## src/rtl/wave_pkg.sv

```systemverilog
// Shared analyzer/generator types for the oscillator sample-stream blocks.
package wave_pkg;

    typedef enum logic [1:0] {
        AN_IDLE,
        AN_PRIMED,
        AN_RISING,
        AN_FALLING
    } analyzer_state_t;

    localparam int WAVE_N_DEFAULT = 8;
    localparam int WAVE_P_DEFAULT = 16;

endpackage

```

## src/rtl/wave_analyzer_period_meter.sv

```systemverilog
// Trough-to-trough period meter: saturating sample counter, period capture and lock detect.
module period_meter #(
    parameter int P = 16
) (
    input  logic         clk,
    input  logic         rst,
    input  logic         ena,
    input  logic         trough_hit,
    output logic [P-1:0] period_out,
    output logic         period_valid,
    output logic         locked
);

    localparam logic [P-1:0] CNT_MAX = '1;
    localparam logic [P-1:0] CNT_ONE = {{(P-1){1'b0}}, 1'b1};

    logic [P-1:0] r_cnt;
    logic [P-1:0] r_prev_period;
    logic         r_have_trough;
    logic [P-1:0] w_cnt_next;

    assign w_cnt_next = (r_cnt == CNT_MAX) ? r_cnt : r_cnt + CNT_ONE;

    always_ff @(posedge clk) begin
        if (rst) begin
            r_cnt         <= '0;
            r_prev_period <= '0;
            r_have_trough <= 1'b0;
            period_out    <= '0;
            period_valid  <= 1'b0;
            locked        <= 1'b0;
        end else begin
            period_valid <= 1'b0;
            if (ena) begin
                if (trough_hit) begin
                    // r_cnt is never 0 here, so the zero reset of r_prev_period cannot fake a lock.
                    if (r_have_trough) begin
                        period_out    <= r_cnt;
                        period_valid  <= 1'b1;
                        locked        <= (r_cnt == r_prev_period) &&
                                         (r_cnt != CNT_MAX) && (r_prev_period != CNT_MAX);
                        r_prev_period <= r_cnt;
                    end
                    r_cnt         <= CNT_ONE;
                    r_have_trough <= 1'b1;
                end else begin
                    r_cnt <= w_cnt_next;
                    if (w_cnt_next == CNT_MAX) begin
                        locked <= 1'b0;
                    end
                end
            end
        end
    end

endmodule

```

## src/rtl/wave_analyzer.sv

```systemverilog
// Up/down wave monitor: slope FSM, peak/trough capture and trough period measurement.
// Optional step check enabled by defining WAVE_ANALYZER_STEP_CHECK_EN.
module wave_analyzer
    import wave_pkg::*;
#(
    parameter int N = WAVE_N_DEFAULT,
    parameter int P = WAVE_P_DEFAULT
`ifdef WAVE_ANALYZER_STEP_CHECK_EN
    ,
    parameter int MAX_STEP = 1
`endif
) (
    input  logic         clk,
    input  logic         rst,
    input  logic         ena,
    input  logic [N-1:0] in,
    output logic         dir,
    output logic [N-1:0] peak_out,
    output logic [N-1:0] trough_out,
    output logic         peak_stb,
    output logic         trough_stb,
    output logic [P-1:0] period_out,
    output logic         period_valid,
    output logic         locked
`ifdef WAVE_ANALYZER_STEP_CHECK_EN
    ,
    output logic         step_err
`endif
);

    analyzer_state_t r_state;
    logic [N-1:0]    r_prev;
    logic            w_trough_hit;

    assign w_trough_hit = ena && (r_state == AN_FALLING) && (in > r_prev);

`ifdef WAVE_ANALYZER_STEP_CHECK_EN
    localparam logic [N:0] STEP_LIMIT = (N+1)'(MAX_STEP);

    logic [N:0] w_step_diff;
    logic [N:0] w_step_mag;

    assign w_step_diff = {1'b0, in} - {1'b0, r_prev};
    assign w_step_mag  = w_step_diff[N] ? (~w_step_diff + 1'b1) : w_step_diff;

    always_ff @(posedge clk) begin
        if (rst) begin
            step_err <= 1'b0;
        end else begin
            step_err <= ena && (r_state != AN_IDLE) && (w_step_mag > STEP_LIMIT);
        end
    end
`endif

    always_ff @(posedge clk) begin
        if (rst) begin
            r_state    <= AN_IDLE;
            r_prev     <= '0;
            dir        <= 1'b0;
            peak_out   <= '0;
            trough_out <= '0;
            peak_stb   <= 1'b0;
            trough_stb <= 1'b0;
        end else begin
            // NOTE: strobes default low every cycle so they can only last one clock.
            peak_stb   <= 1'b0;
            trough_stb <= 1'b0;
            if (ena) begin
                r_prev <= in;
                case (r_state)
                    AN_IDLE: r_state <= AN_PRIMED;
                    AN_PRIMED: begin
                        if (in > r_prev) begin
                            r_state <= AN_RISING;
                            dir     <= 1'b0;
                        end else if (in < r_prev) begin
                            r_state <= AN_FALLING;
                            dir     <= 1'b1;
                        end
                    end
                    AN_RISING: begin
                        if (in < r_prev) begin
                            peak_out <= r_prev;
                            peak_stb <= 1'b1;
                            r_state  <= AN_FALLING;
                            dir      <= 1'b1;
                        end
                    end
                    AN_FALLING: begin
                        if (in > r_prev) begin
                            trough_out <= r_prev;
                            trough_stb <= 1'b1;
                            r_state    <= AN_RISING;
                            dir        <= 1'b0;
                        end
                    end
                    default: r_state <= AN_IDLE;
                endcase
            end
        end
    end

    period_meter #(
        .P (P)
    ) u_period_meter (
        .clk          (clk),
        .rst          (rst),
        .ena          (ena),
        .trough_hit   (w_trough_hit),
        .period_out   (period_out),
        .period_valid (period_valid),
        .locked       (locked)
    );

endmodule
```

## config.mk

```make
export PLATFORM = sky130hd
export DESIGN_NAME = wave_analyzer
export DESIGN_NICKNAME = d
export VERILOG_FILES = /design/src/rtl/wave_pkg.sv /design/src/rtl/wave_analyzer_period_meter.sv /design/src/rtl/wave_analyzer.sv
export SDC_FILE = /design/constraint.sdc
export NUM_CORES = 1
export LEC_CHECK = 0
export ABC_AREA = 1
export CAP_MARGIN = 10
export CORE_MARGIN = 2
export CORE_UTILIZATION = 54
export CTS_CLUSTER_DIAMETER = 60
export CTS_CLUSTER_SIZE = 28
export DETAILED_ROUTE_END_ITERATION = 10
export HOLD_SLACK_MARGIN = 0.1
export MAX_ROUTING_LAYER = met4
export PLACE_DENSITY = 0.85
export SYNTH_ARGS = -nofsm -noshare
export SYNTH_HDL_FRONTEND = slang
export SYNTH_SLANG_ARGS = --single-unit
```

## constraint.sdc

```tcl
create_clock -name clk -period 4.01 [get_ports clk]
set_input_delay 0.802 -clock clk [delete_from_list [all_inputs] [get_ports clk]]
set_output_delay 0.802 -clock clk [all_outputs]
set_load 0.1 [all_outputs]
```

==> run summary <==
Die ar. - 6840 um2
R2r endpoint - peak_out[0]
Crit-path cells - clkdlybuf4s50_1, ha_1, a21oi_1, o21a_1, nand2_1, inv_1, nand4_1, o21ai_0, a21oi_1
Sink Count - 64
Switching Fraction - 0.260
Area growth syn-to-layout - 20.1%
Mean post-synth cell area - 7.04 um2
Final Critical Period - 2.82 ns
Largest net degree at the start of global routing - 39
Final hold viol count - 0
Clk_lat worst skew - 0.34 ns
Clk pwr share - 0.423
Total GRT Usage - 0.271
Max Fclk - 0.355 GHz
Wire per inst - 14.3 um
Logic pwr share - 0.095
Yosys warns - 0
Actual slew at the worst max-slew pin - 1.00 ns
Worst path max stage delay - 0.48 ns
CP max FO - 17
Power Density - 341 nW/um2
Max Slew Vio Count - 0
R2R Setup Slk - 1.69 ns
Routed met2 length - 3790 um
Critical path type - in2reg
Layout net count - 531
Synthesized netlist cell count - 475
First-pass GRT wire length - 13500 um
Vias in the first global route - 2825
Fillcell total - 515
Synth Area in XOR/XNOR - 0.0340
Finished Core Util - 0.674
CTS tree - yes
Final WL - 8460 um
Hold_sp - peak_out[7]
IO Pins - 48
Wire length on met3 - 561 um
Final Setup Violations - 0
Final global-route overflow total - 0
Post-synth EDFFs - 0
Row cnt - 28
Sequential fraction of design power - 0.482
Post-Syn Area - 3340 um2
Synth Area in Compound Gates - 0.190
Status - completed
Chip height - 82.7 um
Die X - 82.7 um
CTS Buffer Depth - 2
Crit path DAT - 3.02 ns
Register area - 1280 um2
Clk root buf - clkbuf_8
DR top layer - met4
DRC - 0
Hold_buf cts - 0
Initial antenna violation count - 0
H-tree depth - 3
Post-synthesis adder-cell area fraction - 0.0337
Overall power - 1370 uW
Slowest library cell on the worst path - nand4_1
Hold Crit Class - reg2reg
M1 wire length - 3960 um
Period utilisation layout - 0.702
Simple-gate share of the synthesized area - 0.258
Peak VDD IR - 0.233 mV
Final antenna-violating net count - 0
Fin area - 4020 um2
Setup TNS Final - 0 ns
Worst Hold Depth - 2
CTS resizes - 0
Clk_skew - 0.00651 ns
Post-Syn Nets - 495
Mux contribution to synthesized area - 0
DP HPWL - 6100 um
DRT iter0 DRCs - 276
Dpl cell area - 3810 um2
Initial Utilization - 0.562
R2R Path Start - r_prev[7]
Non-Filler Instances - 591
Core footprint - 5960 um2
DR vias/cell - 5.48
Lkg Pwr - 0.00166 uW
Reg clk slew, reported paths - 0.07 ns
Post-CTS Setup Inserts - 0
Sw Pwr - 355 uW
Reg2reg path depth - 9
# Max-Cap Violations - 0
Layout cells sized above 1 - 0.0736
Most used DFF post-synth - dfxtp_1
Startpoint types - input port
Placed cell count - 575
Drt first pass iters - 5
Routability cong. - 0.930
Internal Power - 1010 uW
Vias post-DR - 3239
Seq/Total Area, Yosys - 0.383
ANT cells - 0
Main combinational cell family by area after synthesis - simple AND/OR/NAND/NOR gates
Critical path required time - 4.22 ns
Hold EP - peak_out[7]
Slew HR - 0.330
Post-synthesis cell type count - 33
CTS Buf Count - 9
Synth Register Bits - 64
Ys async rst share - 0
RSZ-0062 raised after global routing - false
Critical Path Most Common Cell - a21oi_1
Port bufs - 47
Crit. End Element - flip-flop
Area of the multi-input gates - 1720 um2
==> Yosys cell counts (2+ instances only) <==
cell type | number | area [um2]
clkbuf_1 | 13 | 48.8
a21oi_1 | 60 | 300
xnor2_1 | 2 | 17.5
o22ai_1 | 6 | 37.5
xor2_1 | 11 | 96.3
nor4_1 | 4 | 25.0
nand2_4 | 4 | 45.0
nand3_2 | 2 | 20.0
nand3_1 | 23 | 115
buf_4 | 3 | 22.5
nand4_1 | 8 | 50.1
inv_2 | 2 | 7.51
nand2_1 | 95 | 357
o21bai_1 | 4 | 30.0
inv_1 | 56 | 210
nor2_2 | 3 | 18.8
dfxtp_1 | 64 | 1280
ha_1 | 9 | 113
nor3_1 | 3 | 15.0
nand2_2 | 4 | 25.0
o21ai_0 | 43 | 215
nor2_4 | 2 | 22.5
buf_2 | 8 | 40.0
nor2_1 | 37 | 139
==> routing by layer <==
metal	GRT usage	up-vias
li1	-	1626
met1	0.370	1481
met2	0.385	118
met3	0.0543	14
met4	0.125	0
met5	-	-
==> critical path: cells and delay by family <==
kind | cells | cell delay, ns
and+or+nand+nor | 2 | 0.62
AOI/OAI and AO/OA | 4 | 0.76
buffers and inverters | 2 | 0.53
adders and majority gates | 1 | 0.31
==> cells in the final DEF (no fill, tap or decap), drive strengths merged, types with 9 or more instances in the layout <==
| master | synthesis | layout |
|---|---|---|
| nor2 | 43 | 43 |
| o21ai | 44 | 44 |
| a21oi | 60 | 60 |
| ha | 9 | 9 |
| clkbuf | 13 | 12 |
| xor2 | 11 | 11 |
| nand2 | 103 | 103 |
| inv | 58 | 59 |
| nand3 | 25 | 25 |
| dfxtp | 64 | 64 |
| clkdlybuf4s50 | 0 | 47 |
==> kinds of logic (layout without fill, tap and decap cells) <==
kind of cell,count (synthesis),after routing
AO/OA/AOI/OAI,119,119
XOR/XNOR,13,13
adder cells (fa/ha/maj),9,9
buffers and inverters,83,124
flip-flops,64,64
AND/OR/NAND/NOR,187,187
==> cell type report <==
class                   count  area share
multi-input cells         328       0.429
flip-flops and latches     64       0.319
repair buffers             50       0.123
inverters                  58      0.0542
clock buffers              12      0.0386
well taps                  75      0.0234
clock inverters             4      0.0128
==> worst max path at each step <==
| stage | startpoint | endpoint | cells past startpoint |
|---|---|---|---|
| CTS | in[7] | peak_out[0] | 9 |
| detailed placement | in[7] | peak_out[0] | 9 |
| finish | in[7] | peak_out[0] | 9 |
| floorplan | in[1] | u_period_meter.r_prev_period[2] | 13 |
| global placement | in[7] | peak_out[4] | 9 |
| global route | in[1] | peak_out[1] | 12 |
==> through the flow <==
step	hold slack (ns)	worst slack, ns
after detailed placement	0.441	0.855
after global routing	0.469	0.918
final	0.448	1.19
after global placement	0.434	0.940
after floorplan	0.463	1.64
after CTS	0.452	1.21
==> power by group through the flow <==
stage          Sequential [uW]  Clock [uW]  Combinational [uW]
6_report                   659         579                 130
4_1_cts                    659         584                 129
3_5_place_dp               673           0                 128
5_1_grt                    660         612                 145
3_3_place_gp               673           0                 126
2_1_floorplan              695           0                68.9
==> registers in the layout, indices dropped and copies added, names as in the netlist <==
register                      cells
u_period_meter.r_cnt             16
u_period_meter.locked             1
u_period_meter.r_have_trough      1
peak_stb                          1
u_period_meter.period_valid       1
r_state                           2
r_prev                            8
trough_out                        8
u_period_meter.r_prev_period     16
trough_stb                        1
peak_out                          8
dir                               1
No activity file was read; power rests on OpenSTA's default activity.
==> patch 1 (config.mk and constraints unchanged) <==
Put one more register stage on the output `peak_out`, with the module's reset. The value now appears one clock later. The other outputs are not delayed to match.
--- a/src/rtl/wave_analyzer.sv
+++ b/src/rtl/wave_analyzer.sv
@@ -29,4 +29,6 @@
 );
 
+    logic [N-1:0] peak_s0;
+
     analyzer_state_t r_state;
     logic [N-1:0]    r_prev;
@@ -58,5 +60,5 @@
             r_prev     <= '0;
             dir        <= 1'b0;
-            peak_out   <= '0;
+            peak_s0    <= '0;
             trough_out <= '0;
             peak_stb   <= 1'b0;
@@ -81,5 +83,5 @@
                     AN_RISING: begin
                         if (in < r_prev) begin
-                            peak_out <= r_prev;
+                            peak_s0 <= r_prev;
                             peak_stb <= 1'b1;
                             r_state  <= AN_FALLING;
@@ -113,3 +115,11 @@
     );
 
+    always_ff @(posedge clk) begin
+        if (rst) begin
+            peak_out <= '0;
+        end else begin
+            peak_out <= peak_s0;
+        end
+    end
+
 endmodule
Function: changed (Yosys sat finds a counterexample within 4 cycles, from zero or initial values and one cycle with rst high).
==> patch 1 against the original RTL <==
Sequential cell count rose by 8; sequential share of layout area up 2.9 points; clock power fell by 6.0%; wire length is 4.0% lower; setup slack worse by 0.22 ns; cell area grew 3.1%; power grew 3.8%; synthesized area grew 3.3%; global-route usage shrank 2.2 points; largest power group unchanged; highest routed layer unchanged.
==> patch 1: results (changes against the original RTL) <==
Pint = 1.011 mW (-0.24%)
crit path DAT = 3.27 ns (+0.25 ns)
Post-Place Cells = 603 (+4.9%)
first-pass GRT wire length = 13.86 mm (+2.8%)
Yosys cell types = 32 (-3.0%)
layout cell share with drive strength beyond 1 = 6.089% (-1.3 points)
Placer Congestion = 0.9290 (about the same)
outcome = completed
Leakage = 1.705 nW (+2.9%)
post-synthesis sequential area ratio = 41.72% (+3.4 points)
synth top area cells = dfxtp_1, nand2_1, a21oi_1
DR vias = 3244 (+0.15%)
DRT iter0 DRCs = 367 (+33%)
Slew @ Worst Pin = 1.013 ns (+0.01170 ns)
Detailed Place HPWL = 5.739 mm (-5.8%)
Crit Path Max Fanout = 17 (unchanged)
final wirelength = 8.118 mm (-4.0%)
post-synth net total = 514 (+3.8%)
clock skew = 0.007900 ns (+0.001388 ns)
post-place setup slack = 0.6608 ns (-0.1945 ns)
VDD IR max = 0.0002130 V (-8.5%)
nets = 557 (+4.9%)
Total GRT Usage = 24.90% (-2.2 points)
cells after synthesis = 494 (+4.0%)
Clock Latency Late Sink = 0.36 ns (+0.02 ns)
vias in the first global route = 3027 (+7.2%)
Synth top cells by count = nand2_1, dfxtp_1, inv_1, a21oi_1, nor2_1
Finished Cell Area = 4141 um2 (+3.1%)
vias per cell = 5.241 (-4.4%)
-- patch 1: changes by cell type in the layout (fill, tap and decap cells not counted), moves of 6 or more --
cell and delta:
nor2_1 +16, nand2_1 +13, o21ai_0 -13, inv_1 +9, dfxtp_1 +8, a21oi_1 -7, nor3_1 +6
-- patch 1: critical path, stage by stage --
cell             delay, ns
clkdlybuf4s50_1       0.43
ha_1                  0.31
nand2_1               0.07
nor2_1                0.14
nand4_1               0.18
nand3_1               0.29
inv_1                 0.09
nand2_1               0.42
buf_4                 0.29
nor2_1                0.06
a21oi_1               0.13
nor2_1                0.05
-- patch 1: power groups by stage --
stage          Combinational, mW  Sequential, mW  Clock (mW)
4_1_cts                    0.134           0.742       0.554
3_5_place_dp               0.133           0.758           0
6_report                   0.134           0.742       0.544
5_1_grt                    0.148           0.744       0.590
2_1_floorplan             0.0703           0.782           0
3_3_place_gp               0.129           0.758           0
-- patch 1: kinds of logic (layout without fill, tap and decap cells) --
group | count (synthesis) | after routing | share of synthesized area [%]
buffers and inverters | 86 | 134 | 10.14
DFF | 72 | 72 | 41.72
xor gates and xnor gates | 12 | 12 | 3.042
and+or+nand+nor | 215 | 215 | 26.51
adders and majority gates | 9 | 9 | 3.260
AOI/OAI and AO/OA | 100 | 100 | 15.32
-- patch 1: cell type report --
class | instances | area [um2]
fillers | 523 | 2136
multi-input cells | 336 | 1663
flip-flops and latches | 72 | 1441
repair buffers | 52 | 508.0
inverters | 66 | 247.7
clock buffers | 9 | 123.9
well taps | 77 | 96.34
clock inverters | 7 | 61.31
-- patch 1: routing by layer --
metal | up-vias | global-route usage, % | routed length (um)
met3 | 11 | 3.858 | 381
met1 | 1456 | 33.17 | 3797
met5 | - | - | 0
met4 | 0 | 10.85 | 136
li1 | 1679 | - | -
met2 | 98 | 37.60 | 3803
-- patch 1: path summary, 6_finish.rpt --
path / start / end / slack [ns] / cells after the start
min reg2reg: peak_s0[3] / peak_out[3] / 0.42 / 2
max: in[7] / u_period_meter.r_prev_period[15] / 0.97 / 12
max reg2reg: r_prev[7] / u_period_meter.r_prev_period[15] / 1.42 / 12
min: peak_s0[3] / peak_out[3] / 0.42 / 2
==> patch 2 (config.mk and constraints unchanged) <==
Made on the original files. `WAVE_P_DEFAULT`: 16 -> 18.
--- a/src/rtl/wave_pkg.sv
+++ b/src/rtl/wave_pkg.sv
@@ -10,5 +10,5 @@
 
     localparam int WAVE_N_DEFAULT = 8;
-    localparam int WAVE_P_DEFAULT = 16;
+    localparam int WAVE_P_DEFAULT = 18;
 
 endpackage
Ports: changed (resized period_out); port bits go from 48 to 50. No check against the original RTL was run, so the function may have changed too.
==> patch 2 against the original RTL <==
Setup slack worse by 0.19 ns; synthesized area is 6.2% higher; register-to-register slack worse by 0.41 ns; sequential cell count is 4 higher; combinational power is 4% higher; cell area is 6.3% higher; sequential share of layout area hardly changed; power is 7.1% higher; wire length is 11% higher; highest routed layer unchanged.
==> patch 2: results (changes against the original RTL) <==
clock skew = 0.01036 ns (+0.003849 ns)
post-synth net total = 553 (+12%)
Yosys cell types = 31 (-6.1%)
pin count of the biggest net entering global routing = 41 (+5.1%)
Hold WC Path Type = reg -> reg
post-synthesis sequential area ratio = 38.32% (about the same)
Total GRT Usage = 27.59% (+0.52 points)
Crit Path Max Fanout = 36 (+19)
cells after synthesis = 533 (+12%)
crit path time final = 3.009 ns (+0.1942 ns)
Area after DPL = 4044 um2 (+6.2%)
crit-path max cell delay = 0.43 ns (-0.05 ns)
Synth top cells by count = nand2_1, dfxtp_1, a21oi_1, inv_1
Crit-path slowest cell = clkdlybuf4s50_1
crit path DAT = 3.23 ns (+0.21 ns)
DR WL/cell = 14.38 um (+0.51%)
largest registers = u_period_meter.r_cnt: 18 flops, u_period_meter.r_prev_period: 18 flops
Worst R2R Setup Slack = 1.28 ns (-0.41 ns)
Leakage = 1.665 nW (+0.51%)
PortBufs = 49 (+4.3%)
first-pass GRT wire length = 15.46 mm (+15%)
met2 routed WL = 4.280 mm (+13%)
Post-Place Cells = 638 (+11%)
DRT iter0 DRCs = 248 (-10%)
synth top area cells = dfxtp_1, nand2_1, a21oi_1
antenna violations before repair = 0 (unchanged)
Detailed Place HPWL = 6.822 mm (+12%)
Placer Congestion = 0.9588 (+3.1%)
DR vias = 3624 (+12%)
layout cell share with drive strength beyond 1 = 6.239% (-1.1 points)
post-place setup slack = 0.6895 ns (-0.1658 ns)
vias in the first global route = 3214 (+14%)
met3 WL = 524 um (-6.6%)
Layout Cells excl Fill = 654 (+11%)
nets = 592 (+11%)
hold_ws = 0.4482 ns (+0.0001560 ns)
fill cell count = 551 (+7.0%)
Synth async-reset ratio = 0% (unchanged)
met2 Resource Use GR = 41.26% (+2.8 points)
VDD IR max = 0.0002365 V (+1.6%)
DRT met1 WL = 4.388 mm (+11%)
routing usage on met1 = 37.65% (+0.68 points)
met3 usage = 3.307% (-2.1 points)
outcome = completed
Slew @ Worst Pin = 1.009 ns (+0.007455 ns)
[patch 2: cell count changes after synthesis, sizes merged, moves of 5 or more]
| cell | before | now |
|---|---|---|
| nand2 | 103 | 144 |
| nand4 | 8 | 17 |
| nor2 | 43 | 50 |
| o21ai | 44 | 50 |
| o22ai | 6 | 0 |
| a21oi | 60 | 65 |
| xor2 | 11 | 6 |
[patch 2: path summary, 6_finish.rpt]
| path | startpoint | to | depth (start not counted) |
|---|---|---|---|
| min reg2reg | peak_out[4] | peak_out[4] | 2 |
| max | in[5] | u_period_meter.r_prev_period[2] | 11 |
| min | peak_out[4] | peak_out[4] | 2 |
| max reg2reg | u_period_meter.r_cnt[1] | u_period_meter.locked | 16 |
[patch 2: kinds of logic after synthesis]
group	Yosys count	share of synthesized area [%]
AND/OR/NAND/NOR	242	29.38
AO/OA/AOI/OAI	119	17.19
buffers and inverters	87	9.968
flip-flops	68	38.32
adder cells (fa/ha/maj)	9	3.170
XOR/XNOR	8	1.973
[patch 2: where the power goes]
| part | internal, mW | switching [mW] | leakage, nW |
|---|---|---|---|
| logic | 0.0434 | 0.0918 | 1.00 |
| clock network | 0.353 | 0.278 | 0.110 |
| registers | 0.688 | 0.0118 | 0.551 |
| total | 1.08 | 0.381 | 1.66 |
[patch 2: worst max-delay path: cells and delay by family]
family	cells	cell delay [ns]
and+or+nand+nor	6	1.00
adders and majority gates	1	0.32
buffers and inverters	2	0.68
AOI/OAI and AO/OA	2	0.41
[patch 2: final cells by class]
class	instances	area, um2	share of cell area, %
repair buffers	52	513.0	12.02
multi-input cells	378	1837	43.05
clock inverters	7	98.84	2.317
well taps	77	96.34	2.258
flip-flops and latches	68	1361	31.91
clock buffers	9	123.9	2.903
inverters	63	236.5	5.543
